**config.mk**
```make
export PLATFORM = sky130hd
export DESIGN_NAME = shift_add_multiplier_ctrl_flat
export DESIGN_NICKNAME = d
export VERILOG_FILES = /design/src/rtl/shift_add_multiplier_ctrl_if.sv /design/src/rtl/shift_add_multiplier_ctrl.sv /design/src/flat_wrapper.sv
export SDC_FILE = /design/constraint.sdc
export NUM_CORES = 1
export LEC_CHECK = 0
export ABC_AREA = 1
export CELL_PAD_IN_SITES_DETAIL_PLACEMENT = 0
export CELL_PAD_IN_SITES_GLOBAL_PLACEMENT = 1
export CORE_ASPECT_RATIO = 1.1
export CORE_UTILIZATION = 36
export CTS_BUF_LIST = sky130_fd_sc_hd__clkbuf_2
export CTS_CLUSTER_DIAMETER = 40
export DETAILED_ROUTE_END_ITERATION = 6
export DONT_BUFFER_PORTS = 1
export PLACE_DENSITY_LB_ADDON = 0.15
export REMOVE_ABC_BUFFERS = 1
export SYNTH_ARGS = -nofsm -noshare
export SYNTH_HDL_FRONTEND = slang
export SYNTH_SLANG_ARGS = --single-unit
```
**constraint.sdc**
```tcl
create_clock -name clock -period 2.1 [get_ports clock]
set_input_delay 0.42 -clock clock [delete_from_list [all_inputs] [get_ports clock]]
set_output_delay 0.42 -clock clock [all_outputs]
set_load 0.01 [all_outputs]
```
**src/rtl/shift_add_multiplier_ctrl_if.sv**
```systemverilog
// shift_add_multiplier_ctrl_if: operand/start request and product/status bundle for the shift-add multiplier
interface shift_add_multiplier_ctrl_if #(parameter int WIDTH = 4);
  localparam int CW = $clog2(WIDTH) + 1;
  logic start;
  logic [WIDTH-1:0] a;
  logic [WIDTH-1:0] b;
  logic [2*WIDTH-1:0] product;
  logic done;
  logic busy;
  logic [CW-1:0] count;
  modport master (output start, a, b, input product, done, busy, count);
  modport slave (input start, a, b, output product, done, busy, count);
endinterface

```
**src/rtl/shift_add_multiplier_ctrl.sv**
```systemverilog
// shift_add_multiplier_ctrl: unsigned shift-and-add multiplier sharing one ripple-carry adder across iterations
module shift_add_multiplier_ctrl #(parameter int WIDTH = 4) (
  input logic clock,
  input logic resetn,
  shift_add_multiplier_ctrl_if.slave bus
);
  localparam int CW = $clog2(WIDTH) + 1;
  typedef enum logic [1:0] {IDLE, ADD, SHIFT, DONE} state_t;
  state_t state, n_state;
  logic [WIDTH-1:0] m, q, acc, n_m, n_q, n_acc, sum;
  logic c, n_c;
  logic [CW-1:0] count, n_count;
  logic [2*WIDTH-1:0] product, n_product;
  logic [WIDTH:0] cy;
  assign cy[0] = 1'b0;
  for (genvar i = 0; i < WIDTH; i++) begin : g_rca
    assign sum[i] = acc[i] ^ m[i] ^ cy[i];
    assign cy[i+1] = (acc[i] & m[i]) | (cy[i] & (acc[i] ^ m[i]));
  end
  always_ff @(posedge clock) begin
    if (!resetn) begin
      state <= IDLE;
      m <= '0;
      q <= '0;
      acc <= '0;
      c <= 1'b0;
      count <= '0;
      product <= '0;
    end else begin
      state <= n_state;
      m <= n_m;
      q <= n_q;
      acc <= n_acc;
      c <= n_c;
      count <= n_count;
      product <= n_product;
    end
  end
  always_comb begin
    n_state = state;
    n_m = m;
    n_q = q;
    n_acc = acc;
    n_c = c;
    n_count = count;
    n_product = product;
    unique case (state)
      IDLE: if (bus.start) begin
        n_m = bus.a;
        n_q = bus.b;
        n_acc = '0;
        n_c = 1'b0;
        n_count = '0;
        n_state = ADD;
      end
      ADD: begin
        {n_c, n_acc} = q[0] ? {cy[WIDTH], sum} : {1'b0, acc};
        n_state = SHIFT;
      end
      SHIFT: begin
        {n_c, n_acc, n_q} = {1'b0, c, acc, q[WIDTH-1:1]};
        n_count = count + 1'b1;
        n_product = (count == CW'(WIDTH - 1)) ? {c, acc, q[WIDTH-1:1]} : product;
        n_state = (count == CW'(WIDTH - 1)) ? DONE : ADD;
      end
      DONE: n_state = IDLE;
      default: n_state = IDLE;
    endcase
  end
  assign bus.product = product;
  assign bus.done = state == DONE;
  assign bus.busy = state != IDLE;
  assign bus.count = count;
endmodule

```
**src/flat_wrapper.sv**
```systemverilog
// flat-port wrapper written by rule: the top's interface ports become plain ports
module shift_add_multiplier_ctrl_flat 
#(parameter int WIDTH = 4)
  (clock, resetn, bus_start, bus_a, bus_b, bus_product, bus_done, bus_busy, bus_count);
  shift_add_multiplier_ctrl_if #(.WIDTH(WIDTH)) bus_i ();
  input logic clock;
  input logic resetn;
  input wire logic [$bits(bus_i.start)-1:0] bus_start;
  input wire logic [$bits(bus_i.a)-1:0] bus_a;
  input wire logic [$bits(bus_i.b)-1:0] bus_b;
  output wire logic [$bits(bus_i.product)-1:0] bus_product;
  output wire logic [$bits(bus_i.done)-1:0] bus_done;
  output wire logic [$bits(bus_i.busy)-1:0] bus_busy;
  output wire logic [$bits(bus_i.count)-1:0] bus_count;
  assign bus_i.start = bus_start;
  assign bus_i.a = bus_a;
  assign bus_i.b = bus_b;
  assign bus_product = bus_i.product;
  assign bus_done = bus_i.done;
  assign bus_busy = bus_i.busy;
  assign bus_count = bus_i.count;
  shift_add_multiplier_ctrl #(.WIDTH(WIDTH)) u_core (.clock(clock), .resetn(resetn), .bus(bus_i));
endmodule
```
==> results.md, run 1 <==
- TritonCTS clock tree: done
- Synth Flop Type: dfxtp_1
- Root Buffer: clkbuf_2
- Port bufs: 0
- Crit path max-delay family: adder cells
- Fin. Hold Viols: 0
- Register area: roughly 520 µm²
- Sequential area share after synthesis: a little over two fifths
- R2R Path End: u_core.acc[3]
- Critical Path End Type: flip-flop
- Wire length on met2: around 1.3 mm
- Clock slew at reported path FFs: between 0.2 and 0.3 ns
- Hold path cells: 2
- Nets@finish: about 190
- Start point of the worst min-delay path: resetn
- Critical path cell sequence: ha_4, inv_2, fa_2, inv_2, fa_2, inv_2, fa_1, o21ai_1, nand3_1, a21oi_2
- Final setup viols: 0
- Post-synth EDFFs: 0
- CTS sink cnt: 26
- Area of the mapped netlist: roughly 0.0012 mm²
- Clock buffer depth: 2
- Area Overhead vs Synth: 7.92%
- R2R Setup Slk: 0.03 ns
- Async S/R FF share, synth: 0%
- Via density: roughly 4.8
- Hold Path End: u_core.bus.product[0]
- Number of global-route vias before repair: between 1,000 and 1,500
- Max IR drop VDD: 0.204 mV
- Yosys warns: 0
- Setup TNS: 0 ns
- Routed met3 length: between 100 and 150 µm
- Commonest cells in the netlist: nor2_1, nand2_1, dfxtp_1, inv_1, a21oi_1
- Tot Pwr: between 800 and 900 µW
- Die Width: just under 60 µm
- Initial Utilization: 37.5%
- Syn avg cell area: roughly 7.5 µm²
- Worst-skew pair later-pin latency: between 0.3 and 0.4 ns
- Slowest CP cell: dfxtp_2
- PD cells: ~660 mW/mm²
- Synth area leaders: dfxtp_1, nor2_1, nand2_1
- Wire length per cell: around 12 µm
- HP Class: input pin to flip-flop
- Layout cells sized above 1: 14.2%
- Achievable frequency: ~0.48 GHz
- Die ar.: 0.00371 mm²
- Multi-input logic area: 648 µm²
- Most frequent CP cell: inv_2
- DRT iter0 DRCs: 46
- Placed cells: ~210
- Post-synth top area share: 41.7%
- Post-DRT Antenna Nets: 0
- Least-Margin Pin Slew: approximately 0.45 ns
- First-pass GRT wire length: between 4 and 5 mm
- Final Routed Wirelength: between 2 and 3 mm
- Die height: 63.8 µm
- Count leader, synth: nor2_1
- CORE AREA: around 0.0033 mm²
- Top Layer Used: met4
- Origin of the critical flop-to-flop path: u_core.acc[0]
- Vias: 1,038
- Max Slew Vio Count: 0
- Filler instances: between 300 and 400
- GP Congestion: approximately 0.8
- Routed met1 length: 1.25 mm
- CTS HTree Levels: 1
- Ports: 24
- R2r worst-path depth: 10
- Worst rel slew slack: about 70%
- Largest stage delay, worst path: around 0.42 ns
- Critical Path Start Type: flip-flop
- Cell count after synthesis: ~170
- Clock Skews: between 0.02 and 0.025 ns
- Fraction of the cycle the final worst path needs: between 90% and 100%
- Pin count of the biggest net entering global routing: 17
- Status: finished clean
- Total track usage: 17.0%
- Worst path bufs/invs: 3
- DR DRC count: 0
- Register bit total from synthesis: 26
- Final core utilization: approximately 40%
- CP arrival: 2.37 ns
- Post-cts hold buffer count: 0
- P_leak: around 0.53 nW
- MaxCap Viol Count: 0
- RSZ-0062 raised after global routing: true
- Ant. Diodes: 0
- Setup CP Type: flip-flop to flip-flop
- Total CTS buffers: 3
- Worst path required time: ~2.4 ns
- Initial antenna violation count: 0
- Overflow after GRT: 0
- Critical Path Fanout Max: 2
- HPWL Detailed: approximately 2.0 mm
- Cell taking the most area after synthesis: dfxtp_1
- Tmin final: a little over 2 ns
- Cell variety after synth: 19
- Non-Filler Instances: roughly 220
- Cell row count: 22
- First-pass DRT Iterations: 4
==> worst max path at each step <==
stage	endpoint	cells past startpoint	from	slack [ns]
final	u_core.acc[3]	10	u_core.acc[0]	0.03
after floorplan	u_core.acc[3]	10	u_core.acc[0]	0.15
after global routing	u_core.acc[3]	10	u_core.acc[0]	-0.06
after detailed placement	u_core.acc[3]	10	u_core.acc[0]	-0.01
after global placement	u_core.acc[3]	10	u_core.acc[0]	0.08
after CTS	u_core.acc[3]	10	u_core.acc[0]	0.006
==> timing repair <==
action | in CTS | in global routing
gates resized for setup | 2 | 9
pin swaps | 0 | 6
cloned | 0 | 0
setup endpoints to repair | 1 | 1
setup buffers | 1 | 0
==> registers in the layout, indices dropped and copies added (netlist names) <==
name                count
u_core.acc              4
u_core.bus.count        3
u_core.c                1
u_core.bus.product      8
u_core.m                4
u_core.state            2
u_core.q                4
==> cell families (layout without fill, tap and decap cells) <==
logic type                 Yosys count  after routing  share of synthesized area, %
and+or+nand+nor                     71             71                          22.6
DFF                                 26             26                          41.7
adders and majority gates           10             10                          11.8
buffers and inverters               25             27                          8.12
AOI/OAI and AO/OA                   35             35                          15.7
==> power by group <==
part	total, mW	leakage (nW)	internal (mW)	switching, mW
Combinational	0.152	0.307	0.0493	0.102
Clock	0.191	0.0125	0.0388	0.152
Sequential	0.546	0.213	0.522	0.0238
Total	0.888	0.532	0.610	0.278
==> final cells by class <==
| type | instances | area share, % |
|---|---|---|
| multi-input cells | 116 | 48.1 |
| clock buffers | 3 | 1.11 |
| well taps | 48 | 4.46 |
| repair buffers | 3 | 1.67 |
| inverters | 21 | 5.85 |
| flip-flops and latches | 26 | 38.8 |
==> per-stage QoR <==
step,instance area (µm²),setup WS [ns],hold WS (ns)
6_report,1350,0.0348,0.140
5_1_grt,1350,-0.0643,0.113
4_1_cts,1330,0.00649,0.143
3_5_place_dp,1300,-0.0132,0.477
3_3_place_gp,1300,0.0793,0.473
2_1_floorplan,1230,0.152,0.457
==> per-layer routing <==
metal  GRT usage (%)  up-vias
met3            3.04        5
met4            4.46        0
met1            23.4      472
met5               0        -
li1                -      532
met2            27.2       29
==> layout by cell type (no fill, tap or decap), drive strengths merged <==
master / instances
a21oi: 14
nand3: 5
nand2: 32
nor3: 2
buf: 3
dfxtp: 26
nor2: 32
ha: 7
fa: 3
o21ai: 18
a211oi: 3
inv: 21
clkbuf: 3
Power figures use the tool's default switching activity.
==> run 2: changes to the inputs <==
--- a/config.mk
+++ b/config.mk
@@ -14,7 +14,7 @@
 export CTS_CLUSTER_DIAMETER = 40
 export DETAILED_ROUTE_END_ITERATION = 6
 export DONT_BUFFER_PORTS = 1
-export PLACE_DENSITY_LB_ADDON = 0.15
+export PLACE_DENSITY = 0.75
 export REMOVE_ABC_BUFFERS = 1
 export SYNTH_ARGS = -nofsm -noshare
 export SYNTH_HDL_FRONTEND = slang
==> run 2 against run 1 <==
Net effect: die area did not move; combinational power fell by 3%; critical path depth stayed put; flip-flop and latch count is the same; highest routed layer unchanged; largest power group unchanged.
==> results.md, run 2 (synthesized netlist as in run 1, its figures left out) <==
- Status: finished clean
- Commonest non-fill, non-tap cell in the layout: nor2_1
- Least-Margin Pin Slew: ~0.43 ns
- Filler instances: about 350
- Clock slew at reported path FFs: between 0.2 and 0.3 ns
- Post-DRT Antenna Nets: 0
- Wire length per cell: between 10 and 15 µm
- First-pass DRT Iterations: 4
- HPWL Detailed: 1.82 mm
- Die Width: approximately 58 µm
- Register area: around 520 µm²
- CORE AREA: around 0.0033 mm²
- Most flops, register: u_core.bus.product
- Area Overhead vs Synth: 7.01%
- Achievable frequency: 0.488 GHz
- Fraction of the cycle the final worst path needs: ~100%
- Initial antenna violation count: 0
- Final Hold Slack: about 0.15 ns
- Ant. Diodes: 0
- Pin count of the biggest net entering global routing: 17
- RSZ-0062 raised after global routing: true
- Max FFs per register: 8
- CTS sink cnt: 26
- Total track usage: approximately 15%
- MaxCap Viol Count: 0
- CTS HTree Levels: 1
- Tot Pwr: between 800 and 900 µW
- Initial Utilization: 37.5%
- Non-Filler Instances: approximately 220
- Multi-input logic area: 648 µm²
- Total CTS buffers: 3
- Critical Path End Type: flip-flop
- GP Congestion: just under 0.9
- Root Buffer: clkbuf_2
- Tmin final: 2.05 ns
- Number of global-route vias before repair: between 900 and 1,000
- CP arrival: 2.37 ns
- Setup TNS: 0 ns
- Max Slew Vio Count: 0
- Commonest cells after routing, fill and taps aside: nor2_1, nand2_1, dfxtp_1, inv_1, a21oi_1
- Cell row count: 22
- Clock buffer depth: 2
- HP Class: input pin to flip-flop
- Vias: 1,013
- Worst rel slew slack: slightly above 70%
- Max IR drop VDD: between 0.2 and 0.25 mV
- Placed inst area: 0.00129 mm²
- Nets@finish: 190
- First-pass GRT wire length: between 4 and 5 mm
- Via density: approximately 4.7
- Clock Skews: approximately 0.014 ns
- TritonCTS clock tree: done
- Crit. Startpoint: u_core.m[0]
- Ports: 24
- Layout cells sized above 1: between 10% and 20%
- Placed cells: ~210
- Port bufs: 0
- Die height: ~64 µm
- Start point of the worst min-delay path: resetn
- Worst-skew pair later-pin latency: roughly 0.36 ns
- Fin. Hold Viols: 0
- Overflow after GRT: 0
- Final Routed Wirelength: roughly 2.5 mm
- Critical Path Start Type: flip-flop
- DRT iter0 DRCs: 34
- Critical Path Fanout Max: 2
- Post-cts hold buffer count: 0
- P_leak: between 0.5 and 0.6 nW
- PD cells: 662 mW/mm²
- Die ar.: 0.00371 mm²
- Setup CP Type: flip-flop to flip-flop
- Final setup viols: 0
- DR DRC count: 0
- Worst path required time: between 2 and 2.5 ns
- Origin of the critical flop-to-flop path: u_core.m[0]
- Post-route cell area: approximately 0.0013 mm²
-- run 2: cell count changes in the layout (fill, tap and decap cells not counted) --
cell and change:
buf_4 -2, clkinv_1 +1
-- run 2: worst paths after layout --
kind / to / slack (ns) / cells after the start
setup reg to reg: u_core.acc[3] / 0.05 / 10
hold reg to reg: u_core.m[3] / 0.50 / 2
setup / recovery: u_core.acc[3] / 0.05 / 10
hold / removal: u_core.m[2] / 0.15 / 2
-- run 2: stage by stage --
stage	util, %	worst slack, ns
2_1_floorplan	-	0.152
3_3_place_gp	38.6	0.0885
3_5_place_dp	38.6	0.00802
4_1_cts	39.4	0.00431
5_1_grt	40.1	-0.0862
6_report	40.1	0.0523
-- run 2: layer usage --
layer / global-route usage (%) / share of wire, % / vias to the layer above
met3: 2.63 / 4.2 / 4
met4: 6.25 / 1.5 / 0
met2: 23.6 / 46 / 26
li1: - / - / 528
met5: 0 / 0 / -
met1: 20.1 / 48 / 455
-- run 2: timing repair --
item / 4_1_cts / 5_1_grt
endpoints found under the setup margin: 1 / 1
resized for setup: 1 / 10
buffers inserted: 1 / 0
pin swaps: 0 / 6
-- run 2: worst max-delay path, cell delays in order, from the launching register on --
cell,delay [ns]
dfxtp_2,0.41
ha_4,0.13
inv_2,0.03
fa_2,0.34
inv_2,0.06
fa_2,0.18
inv_2,0.04
fa_1,0.44
o21ai_1,0.13
nand3_1,0.10
a21oi_2,0.14
-- run 2: area by class of cell --
class | count | share of cell area, %
Timing Repair Buffer | 1 | 0.562
Clock inverter | 1 | 0.281
Sequential cell | 26 | 39.1
Multi-Input combinational cell | 116 | 48.5
Tap cell | 48 | 4.49
Clock buffer | 3 | 1.12
Inverter | 21 | 5.90
-- run 2: power breakdown --
group	internal, mW	total, mW	leakage [nW]	switching, mW
logic	0.0477	0.147	0.298	0.0996
registers	0.522	0.545	0.213	0.0234
clock network	0.0413	0.193	0.0140	0.151
total	0.611	0.885	0.524	0.274
==> run 3: changes to the inputs <==
--- a/config.mk
+++ b/config.mk
@@ -14,8 +14,7 @@
 export CTS_CLUSTER_DIAMETER = 40
 export DETAILED_ROUTE_END_ITERATION = 6
 export DONT_BUFFER_PORTS = 1
-export PLACE_DENSITY = 0.75
-export REMOVE_ABC_BUFFERS = 1
+export PLACE_DENSITY = 0.73
 export SYNTH_ARGS = -nofsm -noshare
 export SYNTH_HDL_FRONTEND = slang
 export SYNTH_SLANG_ARGS = --single-unit
==> constraint.sdc (replaced) <==
create_clock -name clock -period 2 [get_ports clock]
set_input_delay 0.4 -clock clock [delete_from_list [all_inputs] [get_ports clock]]
set_output_delay 0.4 -clock clock [all_outputs]
set_load 0.01 [all_outputs]
==> run 3 against run 2 <==
Net effect: cell count increased by 1.4%; worst hold slack got worse by 0.0013 ns; design area increased by 1.5%; die area unchanged; power increased by 5.2%; core utilization increased by 0.60 points; first-iteration DRC count increased by 8.8%; via count increased by 2.7%; flip-flop and latch count unchanged; wire length increased by 3.1%; non-clock buffer count increased by 3; critical endpoint unchanged; largest power group unchanged.
==> results.md, run 3 (synthesized netlist as in run 1, its figures left out) <==
- GP Congestion: 0.847
- R2r worst-path depth: 10
- Max FFs per register: 8
- Critical Path End Type: flip-flop
- CP arrival: approximately 2.3 ns
- Critical path cell sequence: ha_4, inv_2, fa_2, inv_2, fa_2, inv_2, fa_1, o21ai_1, nand3_1, a21oi_1
- Wire length per cell: 11.9 µm
- Commonest non-fill, non-tap cell in the layout: nor2_1
- Hold path cells: 2
- Total CTS buffers: 3
- Initial antenna violation count: 0
- Ports: 24
- Worst rel slew slack: 73.9%
- Worst path required time: ~2.3 ns
- Overflow after GRT: 0
- HPWL Detailed: between 1.5 and 2 mm
- Filler instances: 359
- Tot Pwr: 932 µW
- Most flops, register: u_core.bus.product
- Die Width: approximately 58 µm
- Tmin final: a little under 2 ns
- Die height: between 60 and 70 µm
- Most frequent CP cell: inv_2
- Max IR drop VDD: 0.384 mV
- Nets@finish: ~190
- TritonCTS clock tree: done
- Slowest CP cell: fa_1
- First-pass DRT Iterations: 4
- Area Overhead vs Synth: 8.62%
- Mapped Nets: approximately 190
- RSZ-0062 raised after global routing: true
- Setup CP Type: flip-flop to flip-flop
- Port bufs: 0
- First-pass GRT wire length: ~4.5 mm
- # Post-CTS Setup Buffers: 0
- PD cells: around 690 mW/mm²
- Post-cts hold buffer count: 0
- Least-Margin Pin Slew: about 0.39 ns
- Pin count of the biggest net entering global routing: 17
- Total track usage: 16.0%
- MaxCap Viol Count: 0
- DR DRC count: 0
- Commonest cells after routing, fill and taps aside: nor2_1, nand2_1, dfxtp_1, inv_1, a21oi_1
- CTS HTree Levels: 1
- Critical Path Start Type: flip-flop
- Number of global-route vias before repair: roughly 970
- Status: finished clean
- Achievable frequency: ~0.50 GHz
- Critical Path Fanout Max: 2
- Place WS: -0.00290 ns
- Final setup viols: 0
- Initial Utilization: 37.5%
- Placed cells: around 220
- Final core utilization: between 40% and 50%
- CORE AREA: between 0.003 and 0.004 mm²
- Layout cells sized above 1: 14.6%
- Non-Filler Instances: about 220
- Fraction of the cycle the final worst path needs: 99.4%
- Setup TNS: 0 ns
- Worst-skew pair later-pin latency: around 0.35 ns
- Clock slew at reported path FFs: about 0.25 ns
- Largest stage delay, worst path: roughly 0.42 ns
- Via density: around 4.7
- HP Class: input pin to flip-flop
- Post-DRT Antenna Nets: 0
- Clock Skews: 0.0179 ns
- Die ar.: between 0.003 and 0.004 mm²
- DRT iter0 DRCs: 37
- Clock buffer depth: 2
- Max Slew Vio Count: 0
- CTS sink cnt: 26
- Ant. Diodes: 0
- Cell row count: 22
- Fin. Hold Viols: 0
- Root Buffer: clkbuf_2
- Vias: between 1,000 and 1,500
- P_leak: 0.539 nW
- Setup ws final: around 0.012 ns
- Final Routed Wirelength: 2.60 mm
-- run 3: worst paths after layout --
path                      start  slack (ns)                     to
hold reg to reg   u_core.acc[1]        0.50          u_core.acc[1]
hold / removal           resetn        0.14  u_core.bus.product[2]
setup reg to reg  u_core.acc[0]        0.01          u_core.acc[3]
setup / recovery  u_core.acc[0]        0.01          u_core.acc[3]
-- run 3: where the power goes --
group	switching, mW	internal (mW)	total (mW)
clock network	0.153	0.0434	0.196
logic	0.108	0.0544	0.163
registers	0.0246	0.548	0.572
-- run 3: worst max-delay path: cells and delay by family, from the launching register on --
family	cells	cell delay, ns
compound gates	2	0.27
fa+ha+maj	4	1.08
buf+inv	3	0.12
flops	1	0.40
simple gates	1	0.08
-- run 3: what timing repair did --
item | CTS | global route
pin swaps | 1 | 4
gates resized for setup | 2 | 9
endpoints found under the setup margin | 1 | 1
gates cloned | 0 | 0
-- run 3: area by class of cell --
class                   instances  area (µm²)  share of cell area, %
well taps                      48        60.1                   4.43
flip-flops and latches         26         524                   38.7
multi-input cells             116         644                   47.5
clock buffers                   3        15.0                   1.11
repair buffers                  4        30.0                   2.21
clock inverters                 1        3.75                  0.277
inverters                      21        78.8                   5.81
-- run 3: routing by layer --
| metal | track usage, % | vias up | routed length, µm |
|---|---|---|---|
| met4 | 5.36 | 0 | 20 |
| met3 | 3.24 | 2 | 87 |
| met1 | 22.0 | 479 | 1250 |
| met5 | 0 | - | 0 |
| li1 | - | 545 | - |
| met2 | 24.7 | 14 | 1250 |
-- run 3: metrics by stage --
step,hold slack (ns),cell area [µm²]
CTS,0.123,1340
finish,0.145,1360
floorplan,0.457,1250
global placement,0.469,1320
global route,0.0976,1360
detailed placement,0.479,1320
